File: src/rtl/elvm_pkg.sv
// elvm_pkg: shared opcodes, FSM states, register indices and instruction field offsets for the ELVM core
package elvm_pkg;
  localparam logic [4:0] OP_MOV   = 5'd0;
  localparam logic [4:0] OP_ADD   = 5'd1;
  localparam logic [4:0] OP_SUB   = 5'd2;
  localparam logic [4:0] OP_LOAD  = 5'd3;
  localparam logic [4:0] OP_STORE = 5'd4;
  localparam logic [4:0] OP_PUTC  = 5'd5;
  localparam logic [4:0] OP_EXIT  = 5'd6;
  localparam logic [4:0] OP_GETC  = 5'd7;
  localparam logic [4:0] OP_EQ    = 5'd8;
  localparam logic [4:0] OP_NE    = 5'd9;
  localparam logic [4:0] OP_LT    = 5'd10;
  localparam logic [4:0] OP_GT    = 5'd11;
  localparam logic [4:0] OP_LE    = 5'd12;
  localparam logic [4:0] OP_GE    = 5'd13;
  localparam logic [4:0] OP_JEQ   = 5'd14;
  localparam logic [4:0] OP_JNE   = 5'd15;
  localparam logic [4:0] OP_JLT   = 5'd16;
  localparam logic [4:0] OP_JGT   = 5'd17;
  localparam logic [4:0] OP_JLE   = 5'd18;
  localparam logic [4:0] OP_JGE   = 5'd19;
  localparam logic [4:0] OP_JMP   = 5'd20;
  typedef enum logic [2:0] {ST_FETCH, ST_EXEC, ST_MEM, ST_OUT, ST_IN, ST_HALT} state_t;
  localparam logic [2:0] REG_A  = 3'd0;
  localparam logic [2:0] REG_B  = 3'd1;
  localparam logic [2:0] REG_C  = 3'd2;
  localparam logic [2:0] REG_D  = 3'd3;
  localparam logic [2:0] REG_SP = 3'd4;
  localparam logic [2:0] REG_BP = 3'd5;
  function automatic int f_op_msb(input int instr_w);
    return instr_w - 1;
  endfunction
  function automatic int f_imm_bit(input int instr_w);
    return instr_w - 6;
  endfunction
  function automatic int f_rd_msb(input int instr_w);
    return instr_w - 7;
  endfunction
  function automatic int f_rs_msb(input int instr_w);
    return instr_w - 10;
  endfunction
endpackage

File: src/rtl/elvm_core_mc_if.sv
// elvm_core_mc_if: core bus bundle (ROM fetch, data-RAM req/ack, putc/getc streams, halted); master = core, slave = environment
interface elvm_core_mc_if #(
  parameter int WORD_W  = 24,
  parameter int PC_W    = 8,
  parameter int DADDR_W = 12,
  parameter int INSTR_W = 24
);
  logic [PC_W-1:0]    imem_addr;
  logic [INSTR_W-1:0] imem_data;
  logic               dmem_req;
  logic               dmem_we;
  logic [DADDR_W-1:0] dmem_addr;
  logic [WORD_W-1:0]  dmem_wdata;
  logic [WORD_W-1:0]  dmem_rdata;
  logic               dmem_ack;
  logic               out_valid;
  logic               out_ready;
  logic [7:0]         out_data;
  logic               in_valid;
  logic               in_ready;
  logic [7:0]         in_data;
  logic               in_eof;
  logic               halted;
  modport master (
    output imem_addr, dmem_req, dmem_we, dmem_addr, dmem_wdata, out_valid, out_data, in_ready, halted,
    input  imem_data, dmem_rdata, dmem_ack, out_ready, in_valid, in_data, in_eof
  );
  modport slave (
    input  imem_addr, dmem_req, dmem_we, dmem_addr, dmem_wdata, out_valid, out_data, in_ready, halted,
    output imem_data, dmem_rdata, dmem_ack, out_ready, in_valid, in_data, in_eof
  );
endinterface

File: src/rtl/elvm_alu.sv
// elvm_alu: combinational mov/add/sub result and unsigned compare/branch condition; i_op, i_a (rd), i_b (operand) -> o_res, o_cond
module elvm_alu
  import elvm_pkg::*;
#(
  parameter int WORD_W = 24
) (
  input  logic [4:0]        i_op,
  input  logic [WORD_W-1:0] i_a,
  input  logic [WORD_W-1:0] i_b,
  output logic [WORD_W-1:0] o_res,
  output logic              o_cond
);
  logic [4:0] w_sel;
  always_comb begin
    w_sel  = (i_op >= OP_JEQ) ? i_op - OP_JEQ : i_op - OP_EQ;
    o_cond = (w_sel == 5'd0) ? (i_a == i_b) :
             (w_sel == 5'd1) ? (i_a != i_b) :
             (w_sel == 5'd2) ? (i_a <  i_b) :
             (w_sel == 5'd3) ? (i_a >  i_b) :
             (w_sel == 5'd4) ? (i_a <= i_b) : (i_a >= i_b);
    o_res  = (i_op == OP_MOV) ? i_b :
             (i_op == OP_ADD) ? i_a + i_b :
             (i_op == OP_SUB) ? i_a - i_b : WORD_W'(o_cond);
  end
endmodule

File: src/rtl/elvm_core_mc.sv
// elvm_core_mc: multi-cycle ELVM CPU core; clk, rst (sync active-high), bus (ROM fetch, data-RAM req/ack, putc/getc streams, halted)
module elvm_core_mc
  import elvm_pkg::*;
#(
  parameter int WORD_W  = 24,
  parameter int IMM_W   = 12,
  parameter int PC_W    = 8,
  parameter int DADDR_W = 12,
  parameter int INSTR_W = 24
) (
  input logic            clk,
  input logic            rst,
  elvm_core_mc_if.master bus
);
  localparam int OP_MSB  = f_op_msb(INSTR_W);
  localparam int IMM_BIT = f_imm_bit(INSTR_W);
  localparam int RD_MSB  = f_rd_msb(INSTR_W);
  localparam int RS_MSB  = f_rs_msb(INSTR_W);
  if (INSTR_W != 12 + IMM_W) begin : g_bad_instr_w
    $error("elvm_core_mc: INSTR_W must equal 12 + IMM_W");
  end
  state_t             r_state, w_state_nxt;
  logic [INSTR_W-1:0] r_ir;
  logic [WORD_W-1:0]  r_reg [6];
  logic [PC_W-1:0]    r_pc, w_pc_nxt, w_pc_inc;
  logic               r_dmem_req, r_dmem_we, r_out_valid, r_in_ready, r_halted;
  logic [DADDR_W-1:0] r_dmem_addr;
  logic [WORD_W-1:0]  r_dmem_wdata;
  logic [7:0]         r_out_data;
  logic [4:0]         w_op;
  logic               w_is_imm, w_is_br, w_take, w_wr_en;
  logic [2:0]         w_rd, w_rs;
  logic [IMM_W-1:0]   w_imm;
  logic [WORD_W-1:0]  w_rd_val, w_rs_val, w_src, w_alu_res, w_wr_data;
  assign w_op     = r_ir[OP_MSB -: 5];
  assign w_is_imm = r_ir[IMM_BIT];
  assign w_rd     = r_ir[RD_MSB -: 3];
  assign w_rs     = r_ir[RS_MSB -: 3];
  assign w_imm    = r_ir[IMM_W-1:0];
  assign w_rd_val = (w_rd < 3'd6) ? r_reg[w_rd] : '0;
  assign w_rs_val = (w_rs < 3'd6) ? r_reg[w_rs] : '0;
  assign w_src    = w_is_imm ? WORD_W'(w_imm) : w_rs_val;
  assign w_is_br  = (w_op >= OP_JEQ) && (w_op <= OP_JGE);
  assign w_pc_inc = r_pc + PC_W'(1);
  // conditional jumps always compare two registers, even when is_imm supplies the target
  elvm_alu #(.WORD_W(WORD_W)) u_alu (
    .i_op  (w_op),
    .i_a   (w_rd_val),
    .i_b   (w_is_br ? w_rs_val : w_src),
    .o_res (w_alu_res),
    .o_cond(w_take)
  );
  always_ff @(posedge clk) begin
    if (rst) r_state <= ST_FETCH;
    else     r_state <= w_state_nxt;
  end
  always_comb begin
    w_state_nxt = r_state;
    case (r_state)
      ST_FETCH: w_state_nxt = ST_EXEC;
      ST_EXEC:  w_state_nxt = (w_op == OP_LOAD || w_op == OP_STORE) ? ST_MEM :
                              (w_op == OP_PUTC) ? ST_OUT :
                              (w_op == OP_GETC) ? ST_IN  :
                              (w_op == OP_EXIT) ? ST_HALT : ST_FETCH;
      ST_MEM:   w_state_nxt = bus.dmem_ack  ? ST_FETCH : ST_MEM;
      ST_OUT:   w_state_nxt = bus.out_ready ? ST_FETCH : ST_OUT;
      ST_IN:    w_state_nxt = bus.in_valid  ? ST_FETCH : ST_IN;
      default:  w_state_nxt = ST_HALT;
    endcase
  end
  always_comb begin
    w_wr_en   = 1'b0;
    w_wr_data = w_alu_res;
    w_pc_nxt  = r_pc;
    if (r_state == ST_EXEC) begin
      w_wr_en  = (w_op <= OP_SUB) || (w_op >= OP_EQ && w_op <= OP_GE);
      w_pc_nxt = (w_op == OP_JMP) ? (w_is_imm ? w_imm[PC_W-1:0] : w_rs_val[PC_W-1:0]) :
                 (w_is_br && w_take) ? w_imm[PC_W-1:0] :
                 (w_op >= OP_LOAD && w_op <= OP_GETC) ? r_pc : w_pc_inc;
    end else if (r_state == ST_MEM) begin
      w_wr_en   = bus.dmem_ack && !r_dmem_we;
      w_wr_data = bus.dmem_rdata;
      w_pc_nxt  = bus.dmem_ack ? w_pc_inc : r_pc;
    end else if (r_state == ST_OUT) begin
      w_pc_nxt = bus.out_ready ? w_pc_inc : r_pc;
    end else if (r_state == ST_IN) begin
      w_wr_en   = bus.in_valid;
      w_wr_data = bus.in_eof ? '0 : WORD_W'(bus.in_data);
      w_pc_nxt  = bus.in_valid ? w_pc_inc : r_pc;
    end
  end
  // handshake outputs follow the next state, so they are flops that hold steady while waiting
  always_ff @(posedge clk) begin
    if (rst) begin
      r_pc         <= '0;
      r_ir         <= '0;
      r_reg        <= '{default: '0};
      r_dmem_req   <= 1'b0;
      r_dmem_we    <= 1'b0;
      r_dmem_addr  <= '0;
      r_dmem_wdata <= '0;
      r_out_valid  <= 1'b0;
      r_out_data   <= '0;
      r_in_ready   <= 1'b0;
      r_halted     <= 1'b0;
    end else begin
      r_pc <= w_pc_nxt;
      if (r_state == ST_FETCH) r_ir <= bus.imem_data;
      if (w_wr_en && w_rd < 3'd6) r_reg[w_rd] <= w_wr_data;
      if (r_state == ST_EXEC && (w_op == OP_LOAD || w_op == OP_STORE)) begin
        r_dmem_we    <= w_op == OP_STORE;
        r_dmem_addr  <= w_src[DADDR_W-1:0];
        r_dmem_wdata <= w_rd_val;
      end
      if (r_state == ST_EXEC && w_op == OP_PUTC) r_out_data <= w_rd_val[7:0];
      r_dmem_req  <= w_state_nxt == ST_MEM;
      r_out_valid <= w_state_nxt == ST_OUT;
      r_in_ready  <= w_state_nxt == ST_IN;
      r_halted    <= w_state_nxt == ST_HALT;
    end
  end
  assign bus.imem_addr  = r_pc;
  assign bus.dmem_req   = r_dmem_req;
  assign bus.dmem_we    = r_dmem_we;
  assign bus.dmem_addr  = r_dmem_addr;
  assign bus.dmem_wdata = r_dmem_wdata;
  assign bus.out_valid  = r_out_valid;
  assign bus.out_data   = r_out_data;
  assign bus.in_ready   = r_in_ready;
  assign bus.halted     = r_halted;
endmodule

File: src/flat_wrapper.sv
// flat-port wrapper written by rule: the top's interface ports become plain ports
module elvm_core_mc_flat import elvm_pkg::*;
#(
  parameter int WORD_W  = 24,
  parameter int IMM_W   = 12,
  parameter int PC_W    = 8,
  parameter int DADDR_W = 12,
  parameter int INSTR_W = 24
)
  (clk, rst, bus_imem_addr, bus_dmem_req, bus_dmem_we, bus_dmem_addr, bus_dmem_wdata, bus_out_valid, bus_out_data, bus_in_ready, bus_halted, bus_imem_data, bus_dmem_rdata, bus_dmem_ack, bus_out_ready, bus_in_valid, bus_in_data, bus_in_eof);
  elvm_core_mc_if #(.WORD_W(WORD_W), .PC_W(PC_W), .DADDR_W(DADDR_W), .INSTR_W(INSTR_W)) bus_i ();
  input logic clk;
  input logic rst;
  output wire logic [$bits(bus_i.imem_addr)-1:0] bus_imem_addr;
  output wire logic [$bits(bus_i.dmem_req)-1:0] bus_dmem_req;
  output wire logic [$bits(bus_i.dmem_we)-1:0] bus_dmem_we;
  output wire logic [$bits(bus_i.dmem_addr)-1:0] bus_dmem_addr;
  output wire logic [$bits(bus_i.dmem_wdata)-1:0] bus_dmem_wdata;
  output wire logic [$bits(bus_i.out_valid)-1:0] bus_out_valid;
  output wire logic [$bits(bus_i.out_data)-1:0] bus_out_data;
  output wire logic [$bits(bus_i.in_ready)-1:0] bus_in_ready;
  output wire logic [$bits(bus_i.halted)-1:0] bus_halted;
  input wire logic [$bits(bus_i.imem_data)-1:0] bus_imem_data;
  input wire logic [$bits(bus_i.dmem_rdata)-1:0] bus_dmem_rdata;
  input wire logic [$bits(bus_i.dmem_ack)-1:0] bus_dmem_ack;
  input wire logic [$bits(bus_i.out_ready)-1:0] bus_out_ready;
  input wire logic [$bits(bus_i.in_valid)-1:0] bus_in_valid;
  input wire logic [$bits(bus_i.in_data)-1:0] bus_in_data;
  input wire logic [$bits(bus_i.in_eof)-1:0] bus_in_eof;
  assign bus_imem_addr = bus_i.imem_addr;
  assign bus_dmem_req = bus_i.dmem_req;
  assign bus_dmem_we = bus_i.dmem_we;
  assign bus_dmem_addr = bus_i.dmem_addr;
  assign bus_dmem_wdata = bus_i.dmem_wdata;
  assign bus_out_valid = bus_i.out_valid;
  assign bus_out_data = bus_i.out_data;
  assign bus_in_ready = bus_i.in_ready;
  assign bus_halted = bus_i.halted;
  assign bus_i.imem_data = bus_imem_data;
  assign bus_i.dmem_rdata = bus_dmem_rdata;
  assign bus_i.dmem_ack = bus_dmem_ack;
  assign bus_i.out_ready = bus_out_ready;
  assign bus_i.in_valid = bus_in_valid;
  assign bus_i.in_data = bus_in_data;
  assign bus_i.in_eof = bus_in_eof;
  elvm_core_mc #(.WORD_W(WORD_W), .IMM_W(IMM_W), .PC_W(PC_W), .DADDR_W(DADDR_W), .INSTR_W(INSTR_W)) u_core (.clk(clk), .rst(rst), .bus(bus_i));
endmodule
File: config.mk
export PLATFORM = sky130hd
export DESIGN_NAME = elvm_core_mc_flat
export DESIGN_NICKNAME = d
export VERILOG_FILES = /design/src/rtl/elvm_pkg.sv /design/src/rtl/elvm_core_mc_if.sv /design/src/rtl/elvm_alu.sv /design/src/rtl/elvm_core_mc.sv /design/src/flat_wrapper.sv
export SDC_FILE = /design/constraint.sdc
export NUM_CORES = 1
export LEC_CHECK = 0
export ABC_AREA = 0
export CORE_ASPECT_RATIO = 1.25
export CORE_MARGIN = 2
export CORE_UTILIZATION = 50
export DETAILED_ROUTE_END_ITERATION = 12
export DONT_BUFFER_PORTS = 1
export PLACE_DENSITY_LB_ADDON = 0.12
export SETUP_SLACK_MARGIN = 0.5
export SLEW_MARGIN = 10
export SYNTH_ARGS = -nofsm -noshare
export SYNTH_HDL_FRONTEND = slang
export SYNTH_SLANG_ARGS = --single-unit
File: constraint.sdc
create_clock -name clk -period 7.7 [get_ports clk]
set_input_delay 1.155 -clock clk [delete_from_list [all_inputs] [get_ports clk]]
set_output_delay 1.155 -clock clk [all_outputs]
set_load 0.02 [all_outputs]
==> impl_metrics.py <==
metrics = {
    "outcome": {
        "status": "completed",
    },
    "clock_network": {
        "h-tree-depth": 1,
        "hold_buffers": 0,
        "cts_tree": "yes",
        "post_cts_buffers": 0,
        "clk_latency_ns": 0.55,
        "post_cts_resized": 0,
        "clk_pin_slew_ns": 0.06,
        "cts_buffers": 25,
        "cts_max_path_buffers": 3,
        "root_buffer": "clkbuf_16",
        "cts_sinks": 228,
    },
    "timing": {
        "post-route-period-util_pct": 84.22,
        "slew_violations": 0,
        "hold_viol": 0,
        "rsz0062_at_grt": "false",
        "finalSetupTns_ns": 0,
        "tightest_slew_ns": 1.198,
        "min_period_ns": 6.485,
        "skew_ns": 0.02470,
        "fmax_mhz": 154.2,
        "setup_viol": 0,
        "slew_headroom_pct": 20.10,
    },
    "logic_synthesis": {
        "yosysSeqAreaShare_pct": 31.97,
        "synth-edff-count": 0,
        "syn_area_um2": 14280,
        "yosys_most_used_dff": "dfxtp_1",
        "yosysMostFrequentCell": "dfxtp_1",
        "synth_commonest_cells": "dfxtp_1, nor2_1, nand2_1",
        "synth_largest_area_cell": "dfxtp_1",
        "syn_nets": 1949,
        "ys_async_sr_fraction_pct": 0,
        "synth.distinct_cells": 80,
        "synth.avg_cell_area_um2": 7.810,
        "ys_ff_latch": 228,
        "yosys_warnings": 0,
        "synth_area_leaders": "dfxtp_1, a21oi_1, nor2_1, ha_1, nand2_1",
        "netlist_instances": 1828,
        "synth_top_area_share_pct": 31.97,
    },
    "placement": {
        "dp_cells": 2058,
        "io_buffers": 0,
        "dp_hpwl_um": 34020,
        "place.gp.congestion": 0.9564,
    },
    "worst_setup_path": {
        "crit_fanout": 15,
        "slowest_stage": "a221oi_1",
        "r2r_slack_ns": 1.21,
        "critPathTopFamily": "compound AO/OA/AOI/OAI gates",
        "crit_buf_inv": 2,
        "regToRegStartpoint": "u_core.r_ir[21]",
        "cp.depth": 19,
        "timing.critical_path.to_type": "flip-flop",
        "start_kind": "flip-flop",
        "reg2reg_to": "u_core.r_reg[47]",
        "required_ns": 8.09,
        "reg2reg_depth": 19,
        "cp.arrival_ns": 6.88,
        "slowest_delay_ns": 0.85,
        "criticalPathCategory": "reg2reg",
        "crit_chain": "inv_1, ha_1, a21o_1, a211oi_1, a41oi_1, nand2_1, buf_4, mux2_2, ha_1, a21o_1, a211oi_1, o21bai_1, a311oi_2, o21ai_1, a31oi_1, o21ai_1, xnor2_1, a221oi_1, o41ai_1",
    },
    "power_and_ir_drop": {
        "p_total_mw": 3.843,
        "powerDensity_nw_per_um2": 251.9,
        "power.leakage_nw": 5.802,
        "ir_drop_mv": 0.1806,
    },
    "grt": {
        "grt_pass1_wl_um": 75960,
        "grt_usage_pct": 32.67,
        "overflow": 0,
        "grt_max_degree": 164,
        "antenna_found_initial": 4,
        "grt_pass1_vias": 12900,
    },
    "flow_run": {
        "drv_cap": 0,
    },
    "floorplanning": {
        "die_h_um": 192.9,
        "initial_core_util_pct": 50.57,
        "die_x_um": 155.1,
        "die-area_um2": 29930,
        "num_rows": 69,
        "io_pins": 119,
        "core_area_um2": 28230,
    },
    "cells_and_area": {
        "drive_above_1_share_pct": 8.462,
        "largest_reg_flops": 144,
        "multiInputGateArea_um2": 8828,
        "final_cells": 2106,
        "regArea_um2": 4568,
        "fin_nets": 1852,
        "fill_cells": 2685,
        "areaGrowthSynthToFinish_pct": 6.853,
    },
    "hold_path": {
        "min_path_cells": 2,
        "timing.hold.worst_endpoint": "u_core.r_reg[115]",
        "min_from": "u_core.r_reg[115]",
        "hold_path.class": "reg2reg",
    },
    "route": {
        "drt_iter0_drc": 1761,
        "dr.pass1.iters": 6,
        "wl_per_cell_um": 23.91,
        "vias": 14030,
        "drt-total-wl_um": 50360,
        "post_drt_via_cell_ratio": 6.663,
        "final_antenna_net_count": 0,
        "drc": 0,
    },
}
-- logic make-up after synthesis --
group,count (synthesis),synth area share [%]
AOI/OAI and AO/OA,636,29.54
xor gates and xnor gates,14,0.8589
adders and majority gates,59,5.276
buffers and inverters,235,6.591
DFF,228,31.97
muxes,76,7.502
and+or+nand+nor,580,18.26
-- worst max-delay path by stage --
| stage | start | to | slack, ns |
|---|---|---|---|
| 3_3_place_gp | u_core.r_ir[21] | u_core.r_reg[143] | 1.54 |
| 3_5_place_dp | u_core.r_ir[21] | u_core.r_reg[143] | 1.46 |
| 5_1_grt | u_core.r_ir[23] | u_core.r_reg[71] | 0.86 |
| 4_1_cts | u_core.r_ir[23] | u_core.r_reg[143] | 1.39 |
| 6_report | u_core.r_ir[21] | u_core.r_reg[47] | 1.21 |
| 2_1_floorplan | u_core.r_ir[21] | u_core.bus.imem_addr[1] | 2.88 |
-- report_power, final --
part           switching (mW)  internal [mW]  total (mW)  leakage [nW]
logic                   0.790          0.421        1.21          3.52
clock network           0.525          0.778        1.30         0.430
registers              0.0880           1.24        1.33          1.85
-- layout by cell type, fill, tap and decap left out, types with 21 or more instances in the layout --
| cell | n |
|---|---|
| a22oi_1 | 71 |
| a211oi_1 | 53 |
| nor3_1 | 35 |
| a21o_1 | 23 |
| nand3_1 | 41 |
| buf_4 | 28 |
| o21ai_0 | 109 |
| o22ai_1 | 40 |
| nand2_1 | 182 |
| nor2_1 | 217 |
| mux2i_1 | 44 |
| clkbuf_16 | 25 |
| dfxtp_1 | 227 |
| inv_1 | 80 |
| a21oi_1 | 172 |
| ha_1 | 57 |
| mux4_2 | 24 |
| a311oi_1 | 21 |
-- worst register-to-register path, stage by stage (launching register included) --
cell,delay (ns)
dfxtp_1,0.59
inv_1,0.25
ha_1,0.25
a21o_1,0.18
a211oi_1,0.23
a41oi_1,0.13
nand2_1,0.55
buf_4,0.33
mux2_2,0.42
ha_1,0.35
a21o_1,0.18
a211oi_1,0.23
o21bai_1,0.19
a311oi_2,0.55
o21ai_1,0.27
a31oi_1,0.35
o21ai_1,0.14
xnor2_1,0.14
a221oi_1,0.85
o41ai_1,0.17
-- through the flow --
stage                     instance area, um^2  worst slack (ns)  util [%]  hold slack (ns)
after floorplan                         14280             2.883         -           0.4414
after global placement                  14360             1.539     50.86           0.4551
after detailed placement                14360             1.462     50.86           0.4615
after CTS                               15240             1.392     53.99           0.4687
after global routing                    15250            0.8563     54.02           0.4948
final                                   15250             1.215     54.04           0.4764
-- cell type report --
cell class,count,area share (%)
Multi-Input combinational cell,1365,57.87
Timing Repair Buffer,29,1.427
Clock buffer,31,4.577
Antenna cell,2,0.03281
Clock inverter,14,1.214
Tap cell,355,2.912
Inverter,82,2.018
Sequential cell,228,29.95
-- per-layer routing --
layer / vias to the layer above / global-route usage [%] / share of wire [%]
li1: 6475 / - / -
met1: 6775 / 42.20 / 40
met2: 683 / 55.88 / 48
met3: 97 / 5.524 / 9.1
met4: 2 / 10.15 / 2.9
met5: - / 0 / 0.016
Power figures use the tool's default switching activity.
